File: src/rtl/vend_pkg.sv
// Shared types and helpers for the vending transaction sequencer.
// State encoding, default widths and a saturating adder used by stock and revenue paths.
package vend_pkg;

  localparam int NUM_TYPES_D = 8;
  localparam int PRICE_W_D   = 4;
  localparam int STOCK_W_D   = 4;
  localparam int CREDIT_W_D  = 5;
  localparam int ACC_W_D     = 8;
  localparam int TYPE_W      = 3;

  typedef enum logic [2:0] {
    IDLE,
    COLLECT,
    CHECK,
    DISPENSE,
    CHANGE
  } state_t;

  // Callers zero-extend into 16 bits and truncate the result back to their own width.
  function automatic logic [15:0] sat_add(input logic [15:0] a,
                                          input logic [15:0] b,
                                          input logic [15:0] max);
    logic [16:0] s;
    s = {1'b0, a} + {1'b0, b};
    return (s > {1'b0, max}) ? max : s[15:0];
  endfunction

endpackage

File: src/rtl/vend_stock_table.sv
// Per-type stock register file: saturating restock port, decrement port, two combinational reads.
// Writes land on the next clk edge; restock and decrement never target the same cycle.
module vend_stock_table
  import vend_pkg::*;
#(
  parameter int NUM_TYPES = NUM_TYPES_D,
  parameter int STOCK_W   = STOCK_W_D
) (
  input  logic               clk,
  input  logic               rst_n,
  input  logic               restock_en,
  input  logic [TYPE_W-1:0]  restock_type,
  input  logic [STOCK_W-1:0] restock_qty,
  input  logic               dec_en,
  input  logic [TYPE_W-1:0]  dec_type,
  input  logic [STOCK_W-1:0] dec_qty,
  input  logic [TYPE_W-1:0]  rd_type,
  output logic [STOCK_W-1:0] rd_data,
  input  logic [TYPE_W-1:0]  chk_type,
  output logic [STOCK_W-1:0] chk_data
);

  localparam logic [15:0] STOCK_MAX = 16'((1 << STOCK_W) - 1);

  logic [STOCK_W-1:0] stock [NUM_TYPES];

  always_ff @(posedge clk or negedge rst_n) begin
    if (!rst_n) begin
      for (int i = 0; i < NUM_TYPES; i++) stock[i] <= '0;
    end else begin
      for (int i = 0; i < NUM_TYPES; i++) begin
        if (restock_en && restock_type == TYPE_W'(i))
          stock[i] <= STOCK_W'(sat_add(16'(stock[i]), 16'(restock_qty), STOCK_MAX));
        else if (dec_en && dec_type == TYPE_W'(i))
          stock[i] <= stock[i] - dec_qty;
      end
    end
  end

  assign rd_data  = stock[rd_type];
  assign chk_data = stock[chk_type];

endmodule

File: src/rtl/vend_controller.sv
// Vending transaction sequencer: coin credit, price/stock check, dispense and change phases.
// CHECK and CHANGE take one cycle, DISPENSE one cycle per unit; coins arriving while busy are rejected.
module vend_controller
  import vend_pkg::*;
#(
  parameter int NUM_TYPES = NUM_TYPES_D,
  parameter int PRICE_W   = PRICE_W_D,
  parameter int STOCK_W   = STOCK_W_D,
  parameter int CREDIT_W  = CREDIT_W_D,
  parameter int ACC_W     = ACC_W_D
) (
  input  logic                           clk,
  input  logic                           rst_n,
  input  logic [NUM_TYPES*PRICE_W-1:0]   price_flat,
  input  logic                           coin_valid,
  input  logic [3:0]                     coin_value,
  input  logic                           sel_valid,
  input  logic [TYPE_W-1:0]              sel_type,
  input  logic [STOCK_W-1:0]             sel_amount,
  input  logic                           cancel,
  input  logic                           restock_valid,
  input  logic [TYPE_W-1:0]              restock_type,
  input  logic [STOCK_W-1:0]             restock_qty,
  output logic                           busy,
  output logic                           red_light,
  output logic                           coin_reject,
  output logic                           dispense_valid,
  output logic [TYPE_W-1:0]              dispense_type,
  output logic                           change_valid,
  output logic [CREDIT_W-1:0]            change_amount,
  output logic [CREDIT_W-1:0]            credit,
  output logic [ACC_W-1:0]               machine_acc,
  input  logic [TYPE_W-1:0]              stock_rd_type,
  output logic [STOCK_W-1:0]             stock_rd_data
);

  localparam int COST_W = PRICE_W + STOCK_W;
  localparam logic [CREDIT_W:0] CREDIT_MAX = (CREDIT_W+1)'((1 << CREDIT_W) - 1);
  localparam logic [15:0]       ACC_MAX    = 16'((1 << ACC_W) - 1);

  state_t              state, state_nxt;
  logic [CREDIT_W-1:0] credit_nxt;
  logic [ACC_W-1:0]    acc_nxt;
  logic                red_nxt, rej_nxt;
  logic [TYPE_W-1:0]   lat_type, lat_type_nxt;
  logic [STOCK_W-1:0]  lat_amt, lat_amt_nxt, cnt, cnt_nxt;
  logic                restock_en, dec_en;
  logic [STOCK_W-1:0]  chk_stock;
  logic [PRICE_W-1:0]  price_sel;
  logic [COST_W-1:0]   cost;
  logic [CREDIT_W:0]   coin_sum;
  logic                coin_fits, accept;

  vend_stock_table #(.NUM_TYPES(NUM_TYPES), .STOCK_W(STOCK_W)) u_stock (
    .clk          (clk),
    .rst_n        (rst_n),
    .restock_en   (restock_en),
    .restock_type (restock_type),
    .restock_qty  (restock_qty),
    .dec_en       (dec_en),
    .dec_type     (lat_type),
    .dec_qty      (lat_amt),
    .rd_type      (stock_rd_type),
    .rd_data      (stock_rd_data),
    .chk_type     (lat_type),
    .chk_data     (chk_stock)
  );

  // Full-width product: a truncated cost could let an expensive order pass the credit check.
  assign price_sel = price_flat[lat_type*PRICE_W +: PRICE_W];
  assign cost      = COST_W'(price_sel) * COST_W'(lat_amt);
  assign coin_sum  = {1'b0, credit} + (CREDIT_W+1)'(coin_value);
  assign coin_fits = (coin_sum <= CREDIT_MAX);
  assign accept    = (lat_amt != '0) && (lat_amt <= chk_stock) && (32'(cost) <= 32'(credit));

  always_ff @(posedge clk or negedge rst_n) begin
    if (!rst_n) begin
      state       <= IDLE;
      credit      <= '0;
      machine_acc <= '0;
      red_light   <= 1'b0;
      coin_reject <= 1'b0;
      lat_type    <= '0;
      lat_amt     <= '0;
      cnt         <= '0;
    end else begin
      state       <= state_nxt;
      credit      <= credit_nxt;
      machine_acc <= acc_nxt;
      red_light   <= red_nxt;
      coin_reject <= rej_nxt;
      lat_type    <= lat_type_nxt;
      lat_amt     <= lat_amt_nxt;
      cnt         <= cnt_nxt;
    end
  end

  always_comb begin
    state_nxt    = state;
    credit_nxt   = credit;
    acc_nxt      = machine_acc;
    red_nxt      = red_light;
    rej_nxt      = 1'b0;
    lat_type_nxt = lat_type;
    lat_amt_nxt  = lat_amt;
    cnt_nxt      = cnt;
    restock_en   = 1'b0;
    dec_en       = 1'b0;
    case (state)
      IDLE: begin
        restock_en = restock_valid;
        if (coin_valid) begin
          if (coin_fits) begin
            credit_nxt = coin_sum[CREDIT_W-1:0];
            state_nxt  = COLLECT;
          end else begin
            rej_nxt = 1'b1;
          end
        end
      end
      COLLECT: begin
        // A coin that loses to cancel/select on the same cycle is handed back.
        if (cancel) begin
          rej_nxt   = coin_valid;
          state_nxt = CHANGE;
        end else if (sel_valid) begin
          rej_nxt      = coin_valid;
          lat_type_nxt = sel_type;
          lat_amt_nxt  = sel_amount;
          state_nxt    = CHECK;
        end else if (coin_valid) begin
          if (coin_fits) begin
            credit_nxt = coin_sum[CREDIT_W-1:0];
            red_nxt    = 1'b0;
          end else begin
            rej_nxt = 1'b1;
          end
        end
      end
      CHECK: begin
        rej_nxt = coin_valid;
        if (accept) begin
          dec_en     = 1'b1;
          credit_nxt = credit - CREDIT_W'(cost);
          acc_nxt    = ACC_W'(sat_add(16'(machine_acc), 16'(cost), ACC_MAX));
          red_nxt    = 1'b0;
          cnt_nxt    = lat_amt;
          state_nxt  = DISPENSE;
        end else begin
          red_nxt   = 1'b1;
          state_nxt = COLLECT;
        end
      end
      DISPENSE: begin
        rej_nxt = coin_valid;
        cnt_nxt = cnt - 1'b1;
        if (cnt == STOCK_W'(1)) state_nxt = CHANGE;
      end
      CHANGE: begin
        rej_nxt    = coin_valid;
        credit_nxt = '0;
        state_nxt  = IDLE;
      end
      default: state_nxt = IDLE;
    endcase
  end

  // Actuator outputs decode the state directly so an async reset silences them at once.
  assign busy           = (state == CHECK) || (state == DISPENSE) || (state == CHANGE);
  assign dispense_valid = (state == DISPENSE);
  assign dispense_type  = dispense_valid ? lat_type : '0;
  assign change_valid   = (state == CHANGE);
  assign change_amount  = change_valid ? credit : '0;

endmodule

File: config.mk
export PLATFORM = sky130hd
export DESIGN_NAME = vend_controller
export DESIGN_NICKNAME = d
export VERILOG_FILES = /design/src/rtl/vend_pkg.sv /design/src/rtl/vend_stock_table.sv /design/src/rtl/vend_controller.sv
export SDC_FILE = /design/constraint.sdc
export NUM_CORES = 1
export LEC_CHECK = 0
export BUFFER_PORTS_ARGS = -buffer_cell sky130_fd_sc_hd__clkbuf_2
export CAP_MARGIN = 5
export CELL_PAD_IN_SITES_DETAIL_PLACEMENT = 1
export CELL_PAD_IN_SITES_GLOBAL_PLACEMENT = 2
export CORE_MARGIN = 2
export CORE_UTILIZATION = 42
export CTS_CLUSTER_DIAMETER = 40
export DETAILED_ROUTE_END_ITERATION = 6
export GPL_TIMING_DRIVEN = 0
export PLACE_DENSITY = 0.85
export SETUP_SLACK_MARGIN = 0.02
export SLEW_MARGIN = 25
export SYNTH_ARGS = -nofsm -noshare
export SYNTH_HDL_FRONTEND = slang
export SYNTH_SLANG_ARGS = --single-unit
File: constraint.sdc
create_clock -name clk -period 15 [get_ports clk]
set_input_delay 3 -clock clk [delete_from_list [all_inputs] [get_ports clk]]
set_output_delay 3 -clock clk [all_outputs]
set_load 0.03 [all_outputs]
Yosys cells after proc, flatten, opt, wreduce, memory -nomap -nowiden

Index checks and enable logic that the tools add are counted.

Add/subtract/negate cells: 20
$mul: 1
Magnitude comparators: 14
Equality and inequality tests: 28
Shift operators: 1
Multiplexer cells: 62
Bitwise operators: 3
Reductions and logical operators: 42

Operator list:

| operator                                            | count |
|---|---|
| 2-to-1 mux 4 bit                                    | 29 |
| adder 4 x 4 -> 5 bit                                | 8 |
| > comparator 5 x 4 -> 1 bit (second input constant) | 8 |
| variable part select 32 x 6 -> 4 bit                | 1 |
| subtractor 4 bit                                    | 8 |
| 2-to-1 mux 5 bit                                    | 6 |
| == test 3 bit (second input constant)               | 9 |
| binary-select mux 4 bit (select 3 bit)              | 2 |
| case mux 5 bit (4 select lines)                     | 1 |
| nonzero test 2 bit                                  | 10 |
| == test 3 x 2 -> 1 bit (second input constant)      | 6 |
| logical AND 1 bit                                   | 18 |
| 2-to-1 mux 3 bit                                    | 6 |
| inequality test 2 bit (second input constant)       | 7 |
| 2-to-1 mux 1 bit                                    | 12 |
| case mux 3 bit (4 select lines)                     | 1 |
| adder 8 x 8 -> 9 bit                                | 1 |
| == test 3 x 1 -> 1 bit (second input constant)      | 3 |
| > comparator 9 x 8 -> 1 bit (second input constant) | 1 |
| zero test 3 bit                                     | 3 |
| >= comparator 4 bit (second input constant)         | 2 |
| <= comparator 8 x 5 -> 1 bit                        | 1 |
| multiplier 4 x 4 -> 8 bit                           | 1 |
| 2-to-1 mux 8 bit                                    | 1 |
| 21 further kinds                                    | 26 |

Bits in registers: 61
Bits of input ports: 59
Output and inout bits: 30
Logic and storage cells: 187

Logic depth before layout (Yosys ltp)

Depth after elaboration: 12
Depth in mapped cells: 19
Gate-level depth less buffers: 17

Hierarchy

Synthesis repeated with hierarchy kept, for this count alone.

Cells, all modules: 727
Area, all modules: 6975.4 µm²

Modules (own cells, without submodules):

| module           | instances | cells an instance | area each (µm²) | sequential area each (µm²) |
|---|---|---|---|---|
| vend_stock_table | 1         | 400               | 3991.3          | 800.8 |
| vend_controller  | 1         | 327               | 2984.1          | 725.7 |

Least setup slack after synthesis

No wires, ideal clock.

Kind: in2out
Start: in stock_rd_type[0]
End: out stock_rd_data[0]
Arrival: 4.646 ns
Data required time: 12.000 ns
Setup slack: 7.354 ns
Stages: 3
Path buffers: 1
Cell sequence: clkbuf_1 -> mux4_2 -> o21ai_0

Word-level cells in the longest chain between the ends: 4

RTL lines:

| item                                                 | line                   | RTL |
|---|---|---|
| start, declared                                      | vend_controller.sv:33  | `input logic [TYPE_W-1:0] stock_rd_type,` |
| inverter 3 -> 4 bit (not written as such)            | vend_stock_table.sv:40 | `assign rd_data = stock[rd_type];` |
| binary-select mux 4 bit (select 3 bit)               | vend_stock_table.sv:40 |  |
| 2-to-1 mux 4 bit (not written as such) (2 in series) | vend_stock_table.sv:40 |  |
| end, declared                                        | vend_controller.sv:34  | `output logic [STOCK_W-1:0] stock_rd_data` |

No other way between the ends. The select of a mux whose other input is x is not followed.

Worst setup path after layout

Start: in price_flat[29]
End: reg machine_acc[1]

Word-level cells in the longest chain between the ends: 5
Elaborated cells between the ends (all ways): 8
Classes of those cells: add/sub: 1; mul: 1; order compare: 2; shift: 1; mux: 1; reduce/logical: 2

RTL lines:

| item                                                                 | line                                  | RTL |
|---|---|---|
| start, declared                                                      | vend_controller.sv:14                 | `input logic [NUM_TYPES*PRICE_W-1:0] price_flat,` |
| variable part select 32 x 6 -> 4 bit *                               | vend_controller.sv:70                 | `assign price_sel = price_flat[lat_type*PRICE_W +: PRICE_W];` |
| multiplier 4 x 4 -> 8 bit *                                          | vend_controller.sv:71                 | `assign cost = COST_W'(price_sel) * COST_W'(lat_amt);` |
| adder 8 x 8 -> 9 bit or <= comparator 8 x 5 -> 1 bit (tied branches) | vend_pkg.sv:25, vend_controller.sv:74 |  |
| > comparator 9 x 8 -> 1 bit or logical AND 1 bit (tied branches)     | vend_pkg.sv:26, vend_controller.sv:74 |  |
| 2-to-1 mux 8 bit or AND reduction 2 bit (tied branches)              | n/a                                   |  |
| end signal, assigned                                                 | vend_controller.sv:89                 | `machine_acc <= acc_nxt;` |
| end, declared                                                        | vend_controller.sv:32                 | `output logic [ACC_W-1:0] machine_acc,` |

Every way passes the cells marked *; elsewhere a longest branch is shown, timed or not.
A chain may end at the register's enable or synchronous reset.

==> run metrics <==
outcome=complete, no violations; Mapped Nets=890; RSZ-0062 raised after global routing=false; initial antenna violation count=0; area growth from synthesis to layout=14.4%; final setup margin=7.38 ns; DRT Pass-1 Iters=5; Worst path slowest cell=fa_1; share of cells above drive strength 1=0.243; die height=135 um; setup TNS=0 ns; worst-skew pair later-pin latency=0.34 ns; Compound-Gate Fraction of Synth Area=0.172; first-pass GRT wire length=35.6 mm; register bit total from synthesis=61; Mapped Area=7250 um^2; Fillers=1971; clk slew on worst S/H paths=0.06 ns; WS Path Type=primary input to register; pre-CTS setup slack=7.04 ns; crit start category=primary input; CTS resizes=0; final hold vios=0; clk buf depth=2; DR vias=5956; slowest cell delay on critical path=0.59 ns; Initial DRC Count=275; post-synthesis adder-cell area fraction=0.227; critical path arrival=7.85 ns; Slew @ Worst Pin=0.990 ns; Min-Delay Path Class=register to register; mux cell area share after synthesis=0.156; GRT Util Overall=0.253; Nets=988; Clock Tree Root=clkbuf_16; Initial Util=0.424; Ports=89; drt via density=5.72; Tcrit/Tclk final=0.508; PortBufs=86; slew margin rel.=0.340; DR WL/cell=21.1 um; Synth Area in Simple Gates=0.117; core box area=17100 um^2; placed cell area=8000 um^2; skew final=0.0119 ns; Synth cell types=75; Synth async-reset ratio=1.00; Syn Area/Cell=10.2 um^2; cts hold-fix bufs=0; CP Max Fanout=6; # DRC=0; diode count=0; CP Cell Sequence=clkbuf_2, mux4_2, mux2i_1, nor2_1, fa_1, inv_1, fa_1, inv_1, ha_1, a211oi_2, o21bai_1, and2_1, ha_1, o21a_1, o31a_1, o21ai_0, nand4_1, o22a_1; cells after synthesis=713; Die ar.=18300 um^2; postcts setup bufs=0; Die Wd=135 um; largest family of logic cells by synthesized area=adder cells; clk sinks=61; Setup crit end kind=register; register area share after synthesis=0.210; EDFF count, synth=0; CTS tree=built; number of CTS-inserted buffers=9; Synthesis Warnings=0; Post-Synth XOR/XNOR Area=0.0614; H-tree depth=3; Design Area, Final=8300 um^2; dpl hpwl=17.6 mm; setup-violating endpoint count in the final report=0; Final min period=7.62 ns; max-cap violation count=0; drt total wl=22.0 mm; global route overflow=0; row cnt=48; vias in the first global route=6689; GP Congestion=0.873; fmax=131 MHz; critical path required time=15.23 ns; main flop type after synthesis=dfrtp_1; Pins Over Slew Limit=0; largest net degree at the start of global routing=44; Antenna Nets Post-Route=0
[stage by stage]
stage	instances	hold WS (ns)	util
finish	1041	0.552	0.485
global route	1041	0.574	0.485
floorplan	713	0.506	-
CTS	1041	0.559	0.485
detailed placement	1025	0.546	0.467
global placement	1024	0.523	0.465
[logic make-up after synthesis]
family / count (synthesis)
buffers and inverters: 100
muxes: 78
DFF: 61
xor gates and xnor gates: 50
and+or+nand+nor: 139
adders and majority gates: 118
AOI/OAI and AO/OA: 167
[cell usage after synthesis (17+ instances only)]
cell | n | area share
xor2_1 | 35 | 0.042
a21oi_1 | 44 | 0.030
inv_1 | 78 | 0.040
ha_1 | 95 | 0.16
nor2_1 | 35 | 0.018
fa_1 | 23 | 0.063
a21o_1 | 21 | 0.022
o21ai_0 | 20 | 0.014
dfrtp_1 | 61 | 0.21
mux2i_1 | 25 | 0.035
nand2_1 | 17 | 0.0088
mux4_2 | 24 | 0.075
mux2_2 | 26 | 0.040
[routing by layer]
metal	vias up	wire length, um	global-route usage
met5	-	0	0
met4	0	330	0.0654
met3	22	838	0.0307
met2	115	10800	0.437
met1	3036	10000	0.339
li1	2783	-	-
[critical path, delay by kind of cell]
| kind | cells | cell delay, ns |
|---|---|---|
| AOI/OAI and AO/OA | 6 | 1.37 |
| and+or+nand+nor | 3 | 0.66 |
| buffers and inverters | 3 | 0.19 |
| muxes | 2 | 0.85 |
| adders and majority gates | 4 | 1.74 |
[cell usage in the layout (no fill, tap or decap), types with 3 or more instances in the layout]
master,synthesis,layout
xnor2_1,14,14
o21bai_1,3,3
a31oi_4,6,6
dfrtp_1,61,61
clkbuf_1,6,7
mux2_4,3,3
nand3_1,5,5
o21a_1,8,8
o211ai_1,3,3
clkbuf_2,0,85
o21ai_0,20,20
nand2b_1,13,13
and2_1,10,10
inv_1,78,78
a22oi_1,14,14
a22o_1,13,13
nor2b_1,16,16
buf_6,3,3
a21o_1,21,21
a221o_1,3,3
nor3_2,6,6
mux2_2,26,26
nand2_1,17,17
a21oi_1,44,44
clkbuf_16,0,9
mux4_2,24,24
buf_1,3,3
buf_2,7,7
a211oi_1,3,3
nor3_1,10,10
ha_1,95,95
nor2_1,35,35
mux2i_1,25,25
fa_1,23,23
o22a_1,7,7
xor2_1,35,35
[final timing paths]
path | start | end | slack, ns | cells after the start
max | price_flat[29] | machine_acc[1] | 7.38 | 18
min | machine_acc[0] | machine_acc[0] | 0.55 | 1
max reg2reg | lat_type[1] | machine_acc[1] | 8.89 | 19
min reg2reg | machine_acc[0] | machine_acc[0] | 0.55 | 1
max in group asynchronous | rst_n | u_stock.stock[18] | 11.87 | 2
min in group asynchronous | rst_n | coin_reject | 2.58 | 1
[area by class of cell]
cell class                      instances  area (um^2)  share of cell area
Clock buffer                           11          243              0.0293
Tap cell                              225          282              0.0339
Clock inverter                          5         60.1             0.00724
Multi-Input combinational cell        552         5320               0.641
Buffer                                 20          110              0.0133
Inverter                               80          300              0.0362
Sequential cell                        61         1530               0.184
Timing Repair Buffer                   87          460              0.0555
[sequential cells by signal, summed over array words and instances, names as in the netlist]
name and cells:
machine_acc 8, credit 5, u_stock.stock 32, lat_type 3
state 3, coin_reject 1, red_light 1, cnt 4
lat_amt 4
Power is not shown: default switching activity piles up to over one toggle a cycle in this logic, so the estimate is an artifact.
